<file path="config.mk">
export PLATFORM = sky130hd
export DESIGN_NAME = combo_lock_param
export DESIGN_NICKNAME = d
export VERILOG_FILES = /design/src/rtl/combo_lock_param.sv
export SDC_FILE = /design/constraint.sdc
export NUM_CORES = 1
export LEC_CHECK = 0
export ABC_AREA = 1
export BUFFER_PORTS_ARGS = -buffer_cell sky130_fd_sc_hd__buf_2
export CORE_MARGIN = 5
export CORE_UTILIZATION = 50
export CTS_CLUSTER_DIAMETER = 100
export DETAILED_ROUTE_END_ITERATION = 8
export MAX_ROUTING_LAYER = met4
export PLACE_DENSITY = 0.77
export SYNTH_ARGS = -nofsm -noshare
export SYNTH_HDL_FRONTEND = slang
export SYNTH_SLANG_ARGS = --single-unit
export TNS_END_PERCENT = 30
</file>
<file path="constraint.sdc">
create_clock -name clk -period 4.6 [get_ports clk]
set_input_delay 0.69 -clock clk [delete_from_list [all_inputs] [get_ports clk]]
set_output_delay 0.69 -clock clk [all_outputs]
set_load 0.01 [all_outputs]
</file>
<file path="src/rtl/combo_lock_param.sv">
// ---------------------------------------------------------------------------
// combo_lock_param
//   Parametrised digit-entry combination lock. Each rising edge of enter
//   submits one digit, which is compared in order against CODE (first digit
//   in the most-significant slice). A complete correct code opens the lock
//   for UNLOCK_CYC cycles. MAX_FAIL consecutive wrong codes start a
//   LOCKOUT_CYC-cycle lockout. A partial entry with no new digit for
//   IDLE_CYC cycles is discarded.
//
// Ports
//   clk          in   clock, rising edge
//   reset        in   synchronous, active-low
//   enter        in   level; each 0->1 transition submits one digit
//   digit        in   digit value sampled on the enter edge
//   clear        in   abort the partial entry (no failure counted)
//   relock       in   end the unlocked window early
//   unlocked     out  correct code accepted, hold window active
//   locked_out   out  lockout active, all entry ignored
//   bad_code     out  one-cycle pulse per wrong complete code
//   digit_count  out  digits captured in the current attempt
//   fail_count   out  consecutive failed codes
// ---------------------------------------------------------------------------
module combo_lock_param #(
    parameter int                          DIGIT_W     = 4,
    parameter int                          CODE_LEN    = 4,
    parameter logic [CODE_LEN*DIGIT_W-1:0] CODE        = 16'h9979,
    parameter int                          MAX_FAIL    = 3,
    parameter int                          UNLOCK_CYC  = 500,
    parameter int                          LOCKOUT_CYC = 1000,
    parameter int                          IDLE_CYC    = 2000
) (
    input  logic                            clk,
    input  logic                            reset,
    input  logic                            enter,
    input  logic [DIGIT_W-1:0]              digit,
    input  logic                            clear,
    input  logic                            relock,
    output logic                            unlocked,
    output logic                            locked_out,
    output logic                            bad_code,
    output logic [$clog2(CODE_LEN+1)-1:0]   digit_count,
    output logic [$clog2(MAX_FAIL+1)-1:0]   fail_count
);

    localparam int DC_W   = $clog2(CODE_LEN + 1);
    localparam int FC_W   = $clog2(MAX_FAIL + 1);
    // One timer is shared by the three states; size it for the longest interval.
    localparam int T_MAX1 = (UNLOCK_CYC > LOCKOUT_CYC) ? UNLOCK_CYC : LOCKOUT_CYC;
    localparam int T_MAX  = (T_MAX1 > IDLE_CYC) ? T_MAX1 : IDLE_CYC;
    localparam int TMR_W  = $clog2(T_MAX + 1);

    typedef enum logic [1:0] {
        ST_ENTRY   = 2'd0,
        ST_OPEN    = 2'd1,
        ST_LOCKOUT = 2'd2
    } state_t;

    state_t            state_q, state_d;
    logic              enter_q;
    logic [DC_W-1:0]   dcnt_q, dcnt_d;
    logic [FC_W-1:0]   fcnt_q, fcnt_d;
    logic              match_q, match_d;
    logic [TMR_W-1:0]  tmr_q, tmr_d;
    logic              unlocked_q, unlocked_d;
    logic              locked_q, locked_d;
    logic              bad_q, bad_d;

    logic              enter_edge;
    logic              digit_ok;
    logic              match_new;

    // Expected digit for position idx; position 0 lives in the MS slice.
    function automatic logic [DIGIT_W-1:0] code_digit(input logic [DC_W-1:0] idx);
        int shift;
        shift = (CODE_LEN - 1 - int'(idx)) * DIGIT_W;
        return DIGIT_W'(CODE >> shift);
    endfunction

    // Edge detection runs in every state so an edge seen during OPEN or
    // LOCKOUT is consumed there and never replayed in ENTRY.
    assign enter_edge = enter & ~enter_q;
    assign digit_ok   = (digit == code_digit(dcnt_q));
    assign match_new  = match_q & digit_ok;

    always_comb begin
        state_d    = state_q;
        dcnt_d     = dcnt_q;
        fcnt_d     = fcnt_q;
        match_d    = match_q;
        tmr_d      = tmr_q;
        unlocked_d = unlocked_q;
        locked_d   = locked_q;
        bad_d      = 1'b0;

        case (state_q)
            ST_ENTRY: begin
                if (clear) begin
                    // clear beats a coincident edge: the digit is dropped
                    dcnt_d  = '0;
                    match_d = 1'b1;
                    tmr_d   = '0;
                end else if (enter_edge) begin
                    tmr_d = '0;
                    if (dcnt_q == DC_W'(CODE_LEN - 1)) begin
                        dcnt_d  = '0;
                        match_d = 1'b1;
                        if (match_new) begin
                            state_d    = ST_OPEN;
                            unlocked_d = 1'b1;
                            fcnt_d     = '0;
                        end else begin
                            bad_d = 1'b1;
                            if (fcnt_q == FC_W'(MAX_FAIL - 1)) begin
                                fcnt_d   = FC_W'(MAX_FAIL);
                                state_d  = ST_LOCKOUT;
                                locked_d = 1'b1;
                            end else begin
                                fcnt_d = fcnt_q + 1'b1;
                            end
                        end
                    end else begin
                        dcnt_d  = dcnt_q + 1'b1;
                        match_d = match_new;
                    end
                end else if (dcnt_q != '0) begin
                    // stale partial entry expires IDLE_CYC cycles after the last digit
                    if (tmr_q == TMR_W'(IDLE_CYC - 1)) begin
                        dcnt_d  = '0;
                        match_d = 1'b1;
                        tmr_d   = '0;
                    end else begin
                        tmr_d = tmr_q + 1'b1;
                    end
                end
            end

            ST_OPEN: begin
                if (relock || (tmr_q == TMR_W'(UNLOCK_CYC - 1))) begin
                    state_d    = ST_ENTRY;
                    unlocked_d = 1'b0;
                    tmr_d      = '0;
                end else begin
                    tmr_d = tmr_q + 1'b1;
                end
            end

            ST_LOCKOUT: begin
                if (tmr_q == TMR_W'(LOCKOUT_CYC - 1)) begin
                    state_d  = ST_ENTRY;
                    locked_d = 1'b0;
                    fcnt_d   = '0;
                    tmr_d    = '0;
                end else begin
                    tmr_d = tmr_q + 1'b1;
                end
            end

            default: begin
                state_d    = ST_ENTRY;
                dcnt_d     = '0;
                fcnt_d     = '0;
                match_d    = 1'b1;
                tmr_d      = '0;
                unlocked_d = 1'b0;
                locked_d   = 1'b0;
            end
        endcase
    end

    always_ff @(posedge clk) begin
        if (!reset) begin
            state_q    <= ST_ENTRY;
            enter_q    <= 1'b0;
            dcnt_q     <= '0;
            fcnt_q     <= '0;
            match_q    <= 1'b1;
            tmr_q      <= '0;
            unlocked_q <= 1'b0;
            locked_q   <= 1'b0;
            bad_q      <= 1'b0;
        end else begin
            state_q    <= state_d;
            enter_q    <= enter;
            dcnt_q     <= dcnt_d;
            fcnt_q     <= fcnt_d;
            match_q    <= match_d;
            tmr_q      <= tmr_d;
            unlocked_q <= unlocked_d;
            locked_q   <= locked_d;
            bad_q      <= bad_d;
        end
    end

    assign unlocked    = unlocked_q;
    assign locked_out  = locked_q;
    assign bad_code    = bad_q;
    assign digit_count = dcnt_q;
    assign fail_count  = fcnt_q;

endmodule

</file>
# [After elaboration in Yosys (flattened, before gate mapping)]
# Index checks and enable logic that the tools add are counted.
# Widths: inputs -> output; s select.
[op_classes] n_mul=0 reduce_logical=10 n_eq_ne=19 n_addsub=4 shift=1 bitwise=10 n_mux=47 order_cmp=0 n_div=0
[ops] cell="$mux 11" n=6
[ops] cell="$pmux 11 s3" n=1
[ops] cell="$shr 16x32->4 const A" n=1
[ops] cell="$mux 2" n=12
[ops] cell="$mux 1" n=17
[ops] cell="$ne 2x2->1 const B" n=8
[ops] cell="$mux 3" n=5
[ops] cell="$pmux 2 s3" n=2
[ops] cell="$reduce_and 6->1" n=2
[ops] cell="$add 11x1->11 const B" n=1
[ops] cell="$eq 11x10->1 const B" n=1
[ops] cell="$eq 11x11->1 const B" n=1
[ops] cell="$eq 11x9->1 const B" n=1
[ops] cell="$ne 4x4->1 const B" n=2
[ops] cell="$not 1->1" n=8
[ops] cell="$reduce_and 7->1" n=1
[ops] cell="$pmux 1 s3" n=2
[ops] cell="$pmux 3 s2" n=1
[ops] cell="$reduce_and 5->1" n=1
[ops] cell="$reduce_or 5->1" n=1
[ops] cell="$eq 2x2->1 const B" n=2
[ops] cell="$eq 4x4->1" n=1
[ops] cell="$sub 2x3->4 const A" n=1
[ops] cell="$add 3x1->3 const B" n=1
[ops] cell="other kinds (11)" n=12
[totals] latchBits=0 out_inout_bits=8 ramBits=0 mem_count=0 wordCells=100 mem_bits_ro=0 reg_bits=23

# [Logic depth before layout (Yosys ltp)]
[depth] depth_word=9 ltp_mapped=11 depth_no_buf=11

# [Least setup slack after synthesis]
# OpenSTA, ideal clock, no wires.
[synth_path] path_type="input port to flip-flop" from="in enter" to="reg fcnt_q[0] (netlist: fail_count[0])" t_required_ns=4.483 stages=9 path_slack_ns=2.987 arrival_ns=1.496 cell_sequence="inv_1 -> nor2_4 -> nand2_1 -> o21ai_1 -> inv_2 -> nor2_2 -> nor2_1 -> nor2_1 -> nor2_1"
[synth_via] elab_chain_cells=3
[synth_lines] element="start: declaration" line_no="34" source="input logic enter,"
[synth_lines] element="$and 1x1->1" line_no="81" source="assign enter_edge = enter & ~enter_q;"
[synth_lines] element="$ne 2x2->1 (no source line)"
[synth_lines] element="$reduce_and 5->1 (no source line)"
[synth_lines] element="end signal: assignment" line_no="185" source="fcnt_q <= fcnt_d;"
[synth_lines] element="end: declaration" line_no="61" source="logic [FC_W-1:0] fcnt_q, fcnt_d;"
# Every way passes these cells.
# A chain may end at the register's enable or synchronous reset.

# [Final worst setup path]
[layout_path] from="reg state_q[0]" to="reg tmr_q[1]"
[layout_via] elab_chain_cells=2 elab_cells_between_ends=5 classes_between="eq/ne: 3; mux: 1; reduce/logical: 1"
[layout_lines] element="start: declaration" line_no="58" source="state_t state_q, state_d;"
[layout_lines] element="start signal: assignment" line_no="182" source="state_q <= state_d;"
[layout_lines] element="$eq 2x2->1, or another cell as far along" line_no="95" source="case (state_q)"
[layout_lines] element="$pmux 11 s3 or $ne 4x4->1 (tied branches)"
[layout_lines] element="end signal: assignment" line_no="187" source="tmr_q <= tmr_d;"
[layout_lines] element="end: declaration" line_no="63" source="logic [TMR_W-1:0] tmr_q, tmr_d;"
# Several ways; a longest one is shown, not always the timed one.

==> flow_results.xml <==
<?xml version="1.0" encoding="UTF-8"?>
<metrics>
  <group name="critical_path">
    <metric name="worstSetupEndpointType" unit="">flip-flop</metric>
    <metric name="timing.critical_path.arrival" unit="ns">2.00</metric>
    <metric name="critPathLaunchType" unit="">flip-flop</metric>
    <metric name="timing.critical_path.required" unit="ns">4.86</metric>
    <metric name="criticalPathCategory" unit="">reg -&gt; reg</metric>
    <metric name="worst-path-max-fanout" unit="">9</metric>
  </group>
  <group name="timing">
    <metric name="final.setup.tns" unit="ns">0</metric>
    <metric name="slew_headroom" unit="%">74.6</metric>
    <metric name="post-route-period-util" unit="%">37.7</metric>
    <metric name="report.final.hold_viol_count" unit="">0</metric>
    <metric name="rsz0062_at_grt" unit="">no</metric>
    <metric name="layout_setup_ws" unit="ns">2.86</metric>
    <metric name="worstMarginPinSlew" unit="ns">0.377</metric>
    <metric name="final-setup-viol-count" unit="">0</metric>
    <metric name="fin_worst_skew" unit="ns">0.00951</metric>
    <metric name="report.final.slew_viol_count" unit="">0</metric>
    <metric name="min_period" unit="ns">1.74</metric>
    <metric name="fmaxAchievable" unit="MHz">576</metric>
  </group>
  <group name="routing">
    <metric name="detailedRoute.firstIterationViolations" unit="">94</metric>
    <metric name="drt-wirelength-per-cell" unit="um">11.0</metric>
    <metric name="postRouteAntennaNets" unit="">0</metric>
    <metric name="via_count" unit="">1357</metric>
    <metric name="wirelength" unit="um">2980</metric>
    <metric name="firstDrtPassIters" unit="">4</metric>
    <metric name="route.detailed.drc" unit="">0</metric>
    <metric name="via_per_inst" unit="">5.03</metric>
  </group>
  <group name="logic_synthesis">
    <metric name="synth_enable_flop_cells" unit="">0</metric>
    <metric name="synth_commonest_cells" unit="">nand2_1 (50), nor2_1 (34), inv_1 (31), dfxtp_1 (23), nand3_1 (15)</metric>
    <metric name="post_synth.cell_area_avg" unit="sq um">6.70</metric>
    <metric name="synth_cell_types" unit="">27</metric>
    <metric name="ys_top_cells_by_area" unit="">dfxtp_1 (31%), nand2_1 (13%), nor2_1 (8.6%)</metric>
    <metric name="synth_seq_cells" unit="">23</metric>
    <metric name="synth.most_common_cell" unit="">nand2_1</metric>
    <metric name="synth.cell_area" unit="sq um">1480</metric>
    <metric name="postSynth.topFlopCell" unit="">dfxtp_1</metric>
    <metric name="synth_warnings" unit="">0</metric>
    <metric name="synth_top_area_share" unit="%">31.1</metric>
    <metric name="ys_seq_area_share" unit="%">31.1</metric>
    <metric name="netlist_instances" unit="">221</metric>
    <metric name="synth_area_leader_cell" unit="">dfxtp_1</metric>
    <metric name="asyncSetResetFlopFracSynth" unit="%">0</metric>
    <metric name="syn-num-nets" unit="">238</metric>
  </group>
  <group name="die">
    <metric name="floorplan.io_pins" unit="">17</metric>
    <metric name="placementRows" unit="">19</metric>
    <metric name="core_region_area" unit="sq um">2810</metric>
    <metric name="floorplan.initialDensity" unit="%">52.8</metric>
    <metric name="fp.dieArea" unit="sq um">4150</metric>
    <metric name="vertical_die_dimension" unit="um">64.4</metric>
    <metric name="dieWidth" unit="um">64.4</metric>
  </group>
  <group name="finish">
    <metric name="final_antenna_diode_count" unit="">0</metric>
    <metric name="register_area" unit="sq um">460</metric>
    <metric name="area_of_combinational_cells_with_multiple_inputs" unit="sq um">868</metric>
    <metric name="fillerInstances" unit="">297</metric>
    <metric name="final_nets" unit="">257</metric>
    <metric name="syn2layout_area_growth" unit="%">8.62</metric>
    <metric name="drive_gt1_share" unit="%">18.4</metric>
  </group>
  <group name="job">
    <metric name="drv.max_cap_violation_count" unit="">0</metric>
  </group>
  <group name="grt">
    <metric name="wire_length_of_the_first_global_routing_pass" unit="um">5250</metric>
    <metric name="antenna_found_initial" unit="">0</metric>
    <metric name="via_count_of_the_first_global_routing_pass" unit="">1293</metric>
    <metric name="grt_max_degree" unit="">14</metric>
    <metric name="track_usage" unit="%">16.4</metric>
    <metric name="grt_overflow_total" unit="">0</metric>
  </group>
  <group name="pwr">
    <metric name="leakage_dissipation" unit="uW">0.000747</metric>
    <metric name="power_density" unit="nW/um^2">219</metric>
    <metric name="worst_ir_drop_on_vdd" unit="mV">0.156</metric>
  </group>
  <group name="outcome">
    <metric name="result_of_the_run" unit="">completed</metric>
  </group>
  <group name="cts">
    <metric name="cts_tree" unit="">built</metric>
    <metric name="cts_hold_repair.buffers" unit="">0</metric>
    <metric name="post_cts.repair.setup_buffers" unit="">0</metric>
    <metric name="ctsHtreeMaxLevel" unit="">1</metric>
    <metric name="cts.path.max_buffers" unit="">2</metric>
    <metric name="cts.sinks" unit="">23</metric>
    <metric name="clk_transition_reported_paths" unit="ns">0.13</metric>
    <metric name="worstSkewPairLatency" unit="ns">0.33</metric>
    <metric name="cts_resized" unit="">0</metric>
    <metric name="cts-buffers-inserted" unit="">3</metric>
    <metric name="cts.root.buffer_cell" unit="">clkbuf_4</metric>
  </group>
  <group name="place">
    <metric name="placement.io_buffers" unit="">16</metric>
    <metric name="routabilityCongestion" unit="">0.897</metric>
    <metric name="place_hpwl" unit="um">2350</metric>
    <metric name="placement.setup.worst_slack" unit="ns">2.79</metric>
  </group>
  <group name="hold_path">
    <metric name="worst_hold_path_type" unit="">reg -&gt; reg</metric>
  </group>
</metrics>
## stage by stage
step                util (%)  hold slack (ns)  area [sq um]  cells  power (uW)
floorplan                  -            0.457          1480    221         246
global placement        56.3            0.456          1580    266         258
detailed placement      56.3            0.459          1580    266         260
CTS                     57.3            0.495          1610    270         360
global route            57.3            0.520          1610    270         376
finish                  57.3            0.482          1610    270         352
## worst max-delay path, cell delays in order, from the launching register on
cell and delay, ns:
dfxtp_1 0.41, inv_1 0.08, ha_1 0.29, nand2_2 0.13, nor2_4 0.05, nand3_4 0.12, clkinv_4 0.10, nor2_1 0.23
nand3_1 0.11, a21oi_1 0.13
## sequential cells by signal, indices dropped and copies added, names as in the netlist
| signal | flops |
|---|---|
| bad_code | 1 |
| fail_count | 2 |
| tmr_q | 11 |
| locked_out | 1 |
| unlocked | 1 |
| state_q | 2 |
| enter_q | 1 |
| digit_count | 3 |
| match_q | 1 |
## metal layers
metal	vias up	global-route usage, %	wire length (um)
met5	-	-	0
met2	23	29.0	1440
met3	7	4.15	114
met1	598	18.2	1380
li1	729	-	-
met4	0	4.75	52
## report_power, final
group          switching, uW  internal, uW  total [uW]  leakage [uW]
sequential              3.01           203         206      0.000186
clock                   64.8          32.6        97.4     0.0000177
combinational           32.6          16.6        49.2      0.000543
## placed cells by master (no fill, tap or decap)
cell / n
a21oi_1: 10
buf_2: 16
clkbuf_4: 3
clkinv_2: 1
clkinv_4: 1
dfxtp_1: 23
ha_1: 8
inv_1: 31
inv_2: 2
nand2_1: 50
nand2_2: 6
nand2_4: 2
nand3_1: 15
nand3_2: 2
nand3_4: 1
nand4_1: 3
nor2_1: 34
nor2_2: 4
nor2_4: 5
nor3_1: 1
nor4_1: 1
o211ai_1: 1
o21ai_0: 9
o21ai_1: 4
o21bai_1: 1
o22ai_1: 1
or2_2: 1
xor2_1: 3
## cells by family after synthesis
group	count (synthesis)	share of synthesized area, %
xor+xnor	3	1.78
fa+ha+maj	8	6.76
simple gates	125	40.9
flops	23	31.1
compound gates	26	9.21
buf+inv	36	10.2
## final timing paths
| check | start | endpoint | slack [ns] | depth (start not counted) |
|---|---|---|---|---|
| setup / recovery | state_q[0] | tmr_q[1] | 2.86 | 9 |
| hold / removal | unlocked | unlocked | 0.48 | 2 |
| setup reg to reg | state_q[0] | tmr_q[1] | 2.86 | 9 |
| hold reg to reg | unlocked | unlocked | 0.48 | 2 |
## area by class of cell
class                   instances  area share (%)
multi-input cells             162            54.0
repair buffers                 16            4.98
inverters                      34            8.25
well taps                      31            2.41
clock buffers                   3            1.40
flip-flops and latches         23            28.6
clock inverters                 1           0.311
(Power assumes the default switching activity.)
